**config.mk**
```make
export PLATFORM = sky130hd
export DESIGN_NAME = food_manager
export DESIGN_NICKNAME = d
export VERILOG_FILES = /design/src/rtl/food_manager.sv
export SDC_FILE = /design/constraint.sdc
export NUM_CORES = 1
export LEC_CHECK = 0
export BUFFER_PORTS_ARGS = -buffer_cell sky130_fd_sc_hd__buf_2
export CAP_MARGIN = 40
export CORE_ASPECT_RATIO = 0.7
export CORE_MARGIN = 4
export CORE_UTILIZATION = 59
export CTS_CLUSTER_DIAMETER = 200
export DETAILED_ROUTE_END_ITERATION = 16
export PLACE_DENSITY = 0.87
export SYNTH_ARGS = -nofsm -noshare
export SYNTH_HDL_FRONTEND = slang
export SYNTH_SLANG_ARGS = --single-unit
```
**constraint.sdc**
```tcl
create_clock -name CLOCK_50 -period 7.5 [get_ports CLOCK_50]
set_input_delay 1.125 -clock CLOCK_50 [delete_from_list [all_inputs] [get_ports CLOCK_50]]
set_output_delay 1.125 -clock CLOCK_50 [all_outputs]
set_load 0.1 [all_outputs]
```
**src/rtl/food_manager.sv**
```systemverilog
// Food placement for the snake game: samples random grid cells until one is legal, then waits to be eaten.
// Optional FOOD_SCORE_EN builds the saturating 10-bit score counter; otherwise score is tied to 0.
module food_manager #(
  parameter int unsigned GRID      = 10,
  parameter int unsigned X_MAX     = 620,
  parameter int unsigned Y_MAX     = 460,
  parameter int unsigned INIT_X    = 320,
  parameter int unsigned INIT_Y    = 240,
  parameter int unsigned MAX_TRIES = 8
) (
  input  logic       CLOCK_50,
  input  logic       reset,
  input  logic       move_tick,
  input  logic [9:0] snakeX,
  input  logic [8:0] snakeY,
  input  logic [9:0] randomX,
  input  logic [8:0] randomY,
  output logic [9:0] foodX,
  output logic [8:0] foodY,
  output logic       food_valid,
  output logic       eaten,
  output logic [9:0] score
);

  localparam logic [9:0] GridX   = 10'(GRID);
  localparam logic [8:0] GridY   = 9'(GRID);
  localparam logic [9:0] XMax    = 10'(X_MAX);
  localparam logic [8:0] YMax    = 9'(Y_MAX);
  localparam logic [9:0] InitX   = 10'(INIT_X);
  localparam logic [8:0] InitY   = 9'(INIT_Y);
  localparam logic [9:0] AltX    = 10'(INIT_X + GRID);
  localparam logic [3:0] LastTry = 4'(MAX_TRIES - 1);

  typedef enum logic [0:0] {StSpawn, StActive} state_e;

  state_e     state_q, state_d;
  logic [9:0] food_x_q, food_x_d;
  logic [8:0] food_y_q, food_y_d;
  logic       valid_q, valid_d;
  logic       eaten_q, eaten_d;
  logic [3:0] try_q, try_d;

  logic x_ok, y_ok, on_head, rand_ok, head_on_init, hit;

  assign x_ok = (randomX >= GridX) && (randomX <= XMax) && ((randomX % GridX) == 10'd0);
  assign y_ok = (randomY >= GridY) && (randomY <= YMax) && ((randomY % GridY) == 9'd0);
  assign on_head      = (randomX == snakeX) && (randomY == snakeY);
  assign rand_ok      = x_ok && y_ok && !on_head;
  assign head_on_init = (snakeX == InitX) && (snakeY == InitY);
  // Collision is only evaluated on a move strobe while food is live.
  assign hit = (state_q == StActive) && move_tick && (snakeX == food_x_q) && (snakeY == food_y_q);

  always_comb begin
    state_d  = state_q;
    food_x_d = food_x_q;
    food_y_d = food_y_q;
    valid_d  = valid_q;
    eaten_d  = 1'b0;
    try_d    = try_q;
    unique case (state_q)
      StSpawn: begin
        if (rand_ok) begin
          food_x_d = randomX;
          food_y_d = randomY;
          valid_d  = 1'b1;
          try_d    = 4'd0;
          state_d  = StActive;
        end else if (try_q == LastTry) begin
          food_x_d = head_on_init ? AltX : InitX;
          food_y_d = InitY;
          valid_d  = 1'b1;
          try_d    = 4'd0;
          state_d  = StActive;
        end else begin
          try_d = try_q + 4'd1;
        end
      end
      StActive: begin
        if (hit) begin
          eaten_d = 1'b1;
          valid_d = 1'b0;
          try_d   = 4'd0;
          state_d = StSpawn;
        end
      end
      default: state_d = StSpawn;
    endcase
  end

  always_ff @(posedge CLOCK_50) begin
    if (reset) begin
      state_q  <= StSpawn;
      food_x_q <= InitX;
      food_y_q <= InitY;
      valid_q  <= 1'b0;
      eaten_q  <= 1'b0;
      try_q    <= 4'd0;
    end else begin
      state_q  <= state_d;
      food_x_q <= food_x_d;
      food_y_q <= food_y_d;
      valid_q  <= valid_d;
      eaten_q  <= eaten_d;
      try_q    <= try_d;
    end
  end

  assign foodX      = food_x_q;
  assign foodY      = food_y_q;
  assign food_valid = valid_q;
  assign eaten      = eaten_q;

`ifdef FOOD_SCORE_EN
  logic [9:0] score_q, score_d;

  always_comb begin
    score_d = score_q;
    if (hit && (score_q != 10'd1023)) score_d = score_q + 10'd1;
  end

  always_ff @(posedge CLOCK_50) begin
    if (reset) score_q <= 10'd0;
    else       score_q <= score_d;
  end

  assign score = score_q;
`else
  assign score = 10'd0;
`endif

endmodule

```
==> qor.yml, run 1 <==
cp_slowest_cell: "or4b_2"
hp-start: "food_valid"
irDropWorstVdd_mv: 0.0618
route.detailed.drc: 0
totalPowerFinal_uw: 432
die_w_um: 91.6
layout_common_cells: "buf_2, dfxtp_1, xnor2_1"
synthArstFlopShare: 0
yosys_warnings: 0
relSlewSlack: 0.342
synth_edf_count: 0
cap_viol_max_count: 0
fin_setup_tns_ns: 0
ys_seq_area_frac: 0.180
clkLatencyLatePin_ns: 0.28
ys_types: 68
cts_resized: 0
rsz0062_at_grt: "no"
worstSetupStartpointType: "primary input"
drive_gt1_frac: 0.197
post-route-period-util: 0.682
synthesis.area_um2: 2880
status: "complete, no violations"
reg2regPathDepth: 7
hold_viol_final: 0
portBuffers: 61
area_growth_syn_to_layout_pct: 9.20
grt_util_all_layers: 0.262
grt_pass1_wl_mm: 12.9
clk_pin_slew_worst_paths_ns: 0.09
critPathMostFrequentCell: "nor2_1"
clock-sinks: 26
drt_iter0_markers: 342
diodes: 0
dieArea_um2: 6090
fmaxAchievable_mhz: 195
worst_pin_slew_ns: 0.981
fin_crit_ns: 5.12
ys_seq_elements: 26
cts_buffers: 3
fin_util: 0.695
leakage_uw: 0.00131
io_pins: 72
fillers: 360
crit_path_start: "randomY[3]"
worst_hold_slack_ns: 0.469
die_h_um: 66.5
p_per_area_nw_per_um2: 137
ys.flop_type: "dfxtp_1"
grt_overflow: 0
antenna_found_initial: 0
dr.pass1.iters: 5
cts_setup_buffers: 0
clk_path_buf_depth: 2
wl_per_cell_um: 17.5
grt_pass1_vias: 2594
via_count: 3092
final_common_cell: "buf_2"
skew_ns: 0.00241
tritoncts: "done"
root_buffer: "clkbuf_8"
hold_path.class: "register to register"
dp_hpwl_mm: 6.30
endpoint_kind: "register"
cp_max_fo: 22
place_congestion: 0.995
start_util: 0.637
required_ns: 7.61
critPathKind: "primary input to register"
synth.avg_cell_area_um2: 7.73
crit_chain: "buf_2, nor4bb_1, nor3_1, nor3_1, nor2_1, nor2_1, nor2_1, a21oi_1, ha_1, or4b_2, a41o_1, o211ai_1, a211oi_2, nand2_2, a31o_1, a22oi_1"
cts_hold_buf: 0
arrival_ns: 5.22
routed_wl_mm: 8.26
fin_nets: 452
reg2reg_from: "foodX[3]"
viasPerCell: 6.54
grt_max_degree: 23
core_area_um2: 4530
rows: 20
maxSlewViolCount: 0
ant_nets: 0
slowest_delay_ns: 0.61
holdPathStages: 1
synthCells: 373
htree_levels: 1
setup_viol: 0
-- cells in the mapped netlist, types with 4 or more instances --
cell      instances  area [µm²]
nor4_1            8        50.1
nor3b_1           8        60.1
buf_4            10        75.1
o21ai_0          10        50.1
a32oi_1           4        35.0
o22ai_1           4        25.0
nor2b_1           8        50.1
xnor2_1          24         210
nand4_1           9        56.3
xor2_1           23         201
o21a_1            5        37.5
a22o_1            9        78.8
nor4bb_1          4        40.0
o221a_2           4        45.0
or4_1             5        37.5
nor2_1           17        63.8
a21oi_1          12        60.1
nor4b_1           8        70.1
clkbuf_1         13        48.8
dfxtp_1          26         521
nand2_1          12        45.0
inv_1            21        78.8
and2_1            5        31.3
nor3_1           11        55.1
a22oi_1           9        67.6
nand2b_1          4        25.0
or3_1             5        31.3
buf_2            14        70.1
nand3_1          11        55.1
o211ai_1          7        52.6
-- critical path, delay by kind of cell --
family | cells | cell delay, ns
AO/OA/AOI/OAI | 6 | 1.36
adder cells (fa/ha/maj) | 1 | 0.24
buffers and inverters | 1 | 0.32
AND/OR/NAND/NOR | 8 | 2.18
-- cells by family after synthesis --
logic type                 synth area share
AOI/OAI and AO/OA                     0.270
xor gates and xnor gates              0.143
adders and majority gates            0.0130
buffers and inverters                 0.106
DFF                                   0.180
other                               0.00130
and+or+nand+nor                       0.286
-- stage by stage --
stage | area, µm² | worst slack [ns] | std cells
2_1_floorplan | 2920 | 2.97 | 382
3_3_place_gp | 3080 | 2.40 | 469
3_5_place_dp | 3080 | 2.21 | 469
4_1_cts | 3150 | 2.48 | 473
5_1_grt | 3150 | 2.07 | 473
6_report | 3150 | 2.38 | 473
-- state kept, by name, summed over array words and instances (netlist names) --
signal and count:
foodX 10, state_q 1, eaten 1, food_valid 1
try_q 4, foodY 9
-- power by group --
group,switching (µW),total [µW],internal (µW)
Clock,44.9,116,71.5
Sequential,3.17,144,141
Combinational,115,172,56.5
Total,163,432,269
-- worst paths after layout --
check | to | slack (ns)
min reg2reg | food_valid | 0.47
max reg2reg | try_q[1] | 5.29
max | foodX[6] | 2.38
min | food_valid | 0.47
-- per-layer routing --
layer  track usage  part of all wire
met4        0.0470             0.012
met5             0                 0
met1         0.374              0.44
met2         0.411              0.43
met3        0.0553              0.11
-- cell type report --
| type | count | area [µm²] | share of cell area |
|---|---|---|---|
| Inverter | 21 | 78.8 | 0.0250 |
| Tap cell | 66 | 82.6 | 0.0262 |
| Clock inverter | 1 | 30.0 | 0.00954 |
| Multi-Input combinational cell | 295 | 2090 | 0.664 |
| Clock buffer | 3 | 41.3 | 0.0131 |
| Timing Repair Buffer | 61 | 305 | 0.0969 |
| Sequential cell | 26 | 520 | 0.165 |
No activity file was read; power rests on OpenSTA's default activity.
==> run 2, diff against run 1 <==
- CORE_UTILIZATION: 59 -> 55
- PLACE_DENSITY: 0.87 -> 0.82
- clock period: 7.5 -> 4.9 ns (I/O delays scaled with it)
==> qor.yml, run 2 (synthesized netlist as in run 1, its figures left out) <==
status: "complete, no violations"
wl_per_cell_um: 17.3
core_area_um2: 4910
tritoncts: "done"
slowest_delay_ns: 0.60
clkLatencyLatePin_ns: 0.28
root_buffer: "clkbuf_8"
rows: 21
arrival_ns: 4.53
post-route-period-util: 0.898
rsz0062_at_grt: "no"
cts_hold_buf: 0
grt_max_degree: 23
critPathMostFrequentCell: "nor2_1"
clock-sinks: 26
switching_share: 0.380
worst_pin_slew_ns: 0.695
drive_gt1_frac: 0.200
relSlewSlack: 0.532
cp_max_fo: 18
grt_pass1_vias: 2600
seq_area_um2: 520
fmaxAchievable_mhz: 227
skew_ns: 0.00358
crit_chain: "buf_2, and4b_1, o21ai_0, o2111ai_1, a21oi_1, nor2_1, nor2_1, nor2_1, a21oi_1, ha_1, or4b_2, a41o_1, o211ai_1, a211oi_2, nand2_2, a31o_1, a22oi_1"
start_util: 0.587
route.detailed.drc: 0
fin_setup_tns_ns: 0
hp-start: "food_valid"
grt_util_all_layers: 0.249
endpoint_kind: "register"
fin_crit_ns: 4.40
cts_resized: 0
maxSlewViolCount: 0
diodes: 0
seq_power_share: 0.331
die_h_um: 68.6
clk_pin_slew_worst_paths_ns: 0.09
cap_viol_max_count: 0
clk_path_buf_depth: 2
ant_nets: 0
hold_viol_final: 0
irDropWorstVdd_mv: 0.124
dpl_cell_area_um2: 3100
io_pins: 72
htree_levels: 1
fin_nets: 454
worst-r2r-setup-slack_ns: 2.62
final_common_cell: "buf_2"
portBuffers: 61
p_int_uw: 413
power.switching_uw: 254
cts_setup_buffers: 0
hold_path.class: "register to register"
dp_hpwl_mm: 6.34
reg2regPathDepth: 7
critPathKind: "primary input to register"
worstSetupStartpointType: "primary input"
dieArea_um2: 6480
required_ns: 5.04
leakage_uw: 0.00132
die_w_um: 94.6
routed_wl_mm: 8.29
antenna_found_initial: 0
holdPathStages: 1
largest_reg_flops: 10
drt_iter0_markers: 416
fillers: 433
setup_viol: 0
reg2reg_from: "foodX[3]"
grt_pass1_wl_mm: 13.0
reg2reg_to: "try_q[1]"
viasPerCell: 6.47
layout_common_cells: "buf_2, dfxtp_1, xnor2_1"
area_growth_syn_to_layout_pct: 9.85
dr.pass1.iters: 6
multi_input_area_um2: 2090
p_per_area_nw_per_um2: 211
hold_end: "food_valid"
via_count: 3092
grt_overflow: 0
cts_buffers: 3
cp_slowest_cell: "or4b_2"
finalInstanceArea_um2: 3170
p_clk_frac: 0.273
place_congestion: 0.964
pwr-share-comb: 0.396
[run 2: cell count changes in the layout (fill, tap and decap cells not counted)]
| cell | change |
|---|---|
| buf_4 | +2 |
[run 2: cell type report]
type,count,share of cell area
clock buffers,3,0.0130
clock inverters,1,0.00948
inverters,21,0.0249
multi-input cells,295,0.660
flip-flops and latches,26,0.164
well taps,69,0.0273
repair buffers,63,0.101
[run 2: power by group through the flow]
stage | logic (µW) | clock network, µW | registers (µW)
2_1_floorplan | 196 | 0 | 237
3_3_place_gp | 255 | 0 | 225
3_5_place_dp | 258 | 0 | 225
4_1_cts | 259 | 181 | 221
5_1_grt | 285 | 188 | 222
6_report | 264 | 182 | 221
[run 2: critical path, delay by kind of cell]
kind                       cells  cell delay [ns]
and+or+nand+nor                6             1.23
adders and majority gates      1             0.25
buffers and inverters          1             0.28
AOI/OAI and AO/OA              9             2.04
[run 2: worst max-delay path by stage]
stage          slack (ns)       end       start  cells past startpoint
6_report             0.50  foodX[8]  randomY[5]                     17
5_1_grt              0.13  foodY[7]  randomY[5]                     17
4_1_cts              0.57  foodY[4]  randomY[5]                     17
3_5_place_dp         0.27  foodY[4]  randomY[5]                     17
3_3_place_gp         0.48  foodX[8]  randomY[5]                     17
2_1_floorplan        0.76  foodX[6]  randomY[4]                     19
[run 2: stage by stage]
| stage | setup WS [ns] | util | std cells | power (µW) | hold WS [ns] |
|---|---|---|---|---|---|
| final | 0.501 | 0.645 | 478 | 667 | 0.480 |
| after floorplan | 0.759 | - | 382 | 432 | 0.467 |
| after global routing | 0.131 | 0.645 | 478 | 694 | 0.514 |
| after detailed placement | 0.275 | 0.630 | 474 | 483 | 0.463 |
| after CTS | 0.575 | 0.645 | 478 | 660 | 0.486 |
| after global placement | 0.479 | 0.630 | 474 | 480 | 0.457 |
[run 2: metal layers]
metal,track usage,routed length [µm]
met1,0.372,3800
met2,0.384,3510
met3,0.0510,928
met4,0.0162,46
met5,0,0
==> run 3, diff against run 2 <==
- PLACE_DENSITY: 0.82 -> not set
- PLACE_DENSITY_LB_ADDON: not set -> 0.2
==> qor.yml, run 3 (synthesized netlist as in run 1, its figures left out) <==
setup_viol: 0
place_congestion: 0.967
cp_max_fo: 18
cp_slowest_cell: "or4b_2"
cts_setup_buffers: 0
dp_slack_ns: 0.343
crit_chain: "buf_2, and4b_1, o21ai_0, o2111ai_1, a21oi_1, nor2_1, nor2_1, nor2_1, a21oi_1, ha_1, or4b_2, a41o_1, o211ai_1, a211oi_2, nand2_2, a31o_1, a22oi_1"
irDropWorstVdd_mv: 0.0911
reg2regPathDepth: 6
fillers: 459
required_ns: 5.04
dpl_cell_area_um2: 3100
relSlewSlack: 0.547
area_growth_syn_to_layout_pct: 10.1
hold_viol_final: 0
htree_levels: 1
layout_setup_ws_ns: 0.608
arrival_ns: 4.43
clk_pin_slew_worst_paths_ns: 0.09
holdPathStages: 2
p_per_area_nw_per_um2: 209
via_count: 2997
clk_path_buf_depth: 2
ant_nets: 0
start_util: 0.587
viasPerCell: 6.26
grt_pass1_wl_mm: 13.5
die_h_um: 68.6
rows: 21
fin_crit_ns: 4.29
die_w_um: 94.6
drt_iter0_markers: 386
antenna_found_initial: 0
wl_per_cell_um: 17.2
top_layer_used: "met4"
hold_end: "foodY[6]"
cts_hold_buf: 0
cap_viol_max_count: 0
io_pins: 72
cts_resized: 0
portBuffers: 61
clock-sinks: 26
worstSetupStartpointType: "primary input"
cts_buffers: 3
fin_setup_tns_ns: 0
critPathMostFrequentCell: "nor2_1"
routed_wl_mm: 8.25
grt_util_all_layers: 0.261
status: "complete, no violations"
hp-start: "foodY[6]"
clkLatencyLatePin_ns: 0.28
worst_pin_slew_ns: 0.673
hold_path.class: "register to register"
m1WireLength_mm: 3.84
fmaxAchievable_mhz: 233
diodes: 0
reg2reg_to: "try_q[1]"
skew_ns: 0.0116
root_buffer: "clkbuf_8"
drive_gt1_frac: 0.202
wl_met2_mm: 3.58
leakage_uw: 0.00132
route.detailed.drc: 0
dr_wl_met3_um: 773
totalPowerFinal_uw: 662
critPathKind: "primary input to register"
grt_overflow: 0
tritoncts: "done"
grt_pass1_vias: 2611
final_common_cell: "buf_2"
slowest_delay_ns: 0.59
reg2reg_from: "state_q"
dr.pass1.iters: 5
dieArea_um2: 6480
largest_reg_flops: 10
dp_hpwl_mm: 6.44
rsz0062_at_grt: "no"
core_area_um2: 4910
finalInstanceArea_um2: 3180
maxSlewViolCount: 0
endpoint_kind: "register"
post-route-period-util: 0.876
grt_max_degree: 23
layout_common_cells: "buf_2, dfxtp_1, xnor2_1"
fin_nets: 455
worst-r2r-setup-slack_ns: 2.66
## run 3: report_power, final
part | switching [µW] | internal [µW]
clock network | 68.8 | 109
registers | 5.03 | 216
logic | 175 | 88.1
total | 249 | 413
## run 3: per-stage QoR
stage                     utilization  hold WS [ns]  std cells
after global placement          0.632         0.456        475
after global routing            0.646         0.528        479
after floorplan                     -         0.467        382
after CTS                       0.646         0.502        479
after detailed placement        0.632         0.487        475
final                           0.646         0.502        479
## run 3: per-layer routing
metal	GRT usage	vias up
li1	-	1455
met1	0.387	1411
met2	0.395	124
met3	0.0542	7
met4	0.0378	0
met5	0	-
## run 3: worst max-delay path, delay by kind of cell
kind	cells	cell delay [ns]
adders and majority gates	1	0.24
and+or+nand+nor	6	1.19
buffers and inverters	1	0.26
AOI/OAI and AO/OA	9	2.01
## run 3: final cells by class
class | count | area (µm²) | share of cell area
Multi-Input combinational cell | 295 | 2090 | 0.658
Sequential cell | 26 | 520 | 0.164
Timing Repair Buffer | 64 | 328 | 0.103
Tap cell | 69 | 86.3 | 0.0272
Inverter | 21 | 78.8 | 0.0248
Clock buffer | 3 | 41.3 | 0.0130
Clock inverter | 1 | 30.0 | 0.00946
## run 3: worst max-delay path by stage
| stage | startpoint | end | cells after the start |
|---|---|---|---|
| after global placement | randomY[5] | foodY[6] | 17 |
| after detailed placement | randomY[5] | foodX[8] | 17 |
| after global routing | randomY[5] | foodX[6] | 17 |
| after CTS | randomY[5] | foodX[6] | 17 |
| final | randomY[5] | foodX[6] | 17 |
| after floorplan | randomY[4] | foodX[6] | 19 |
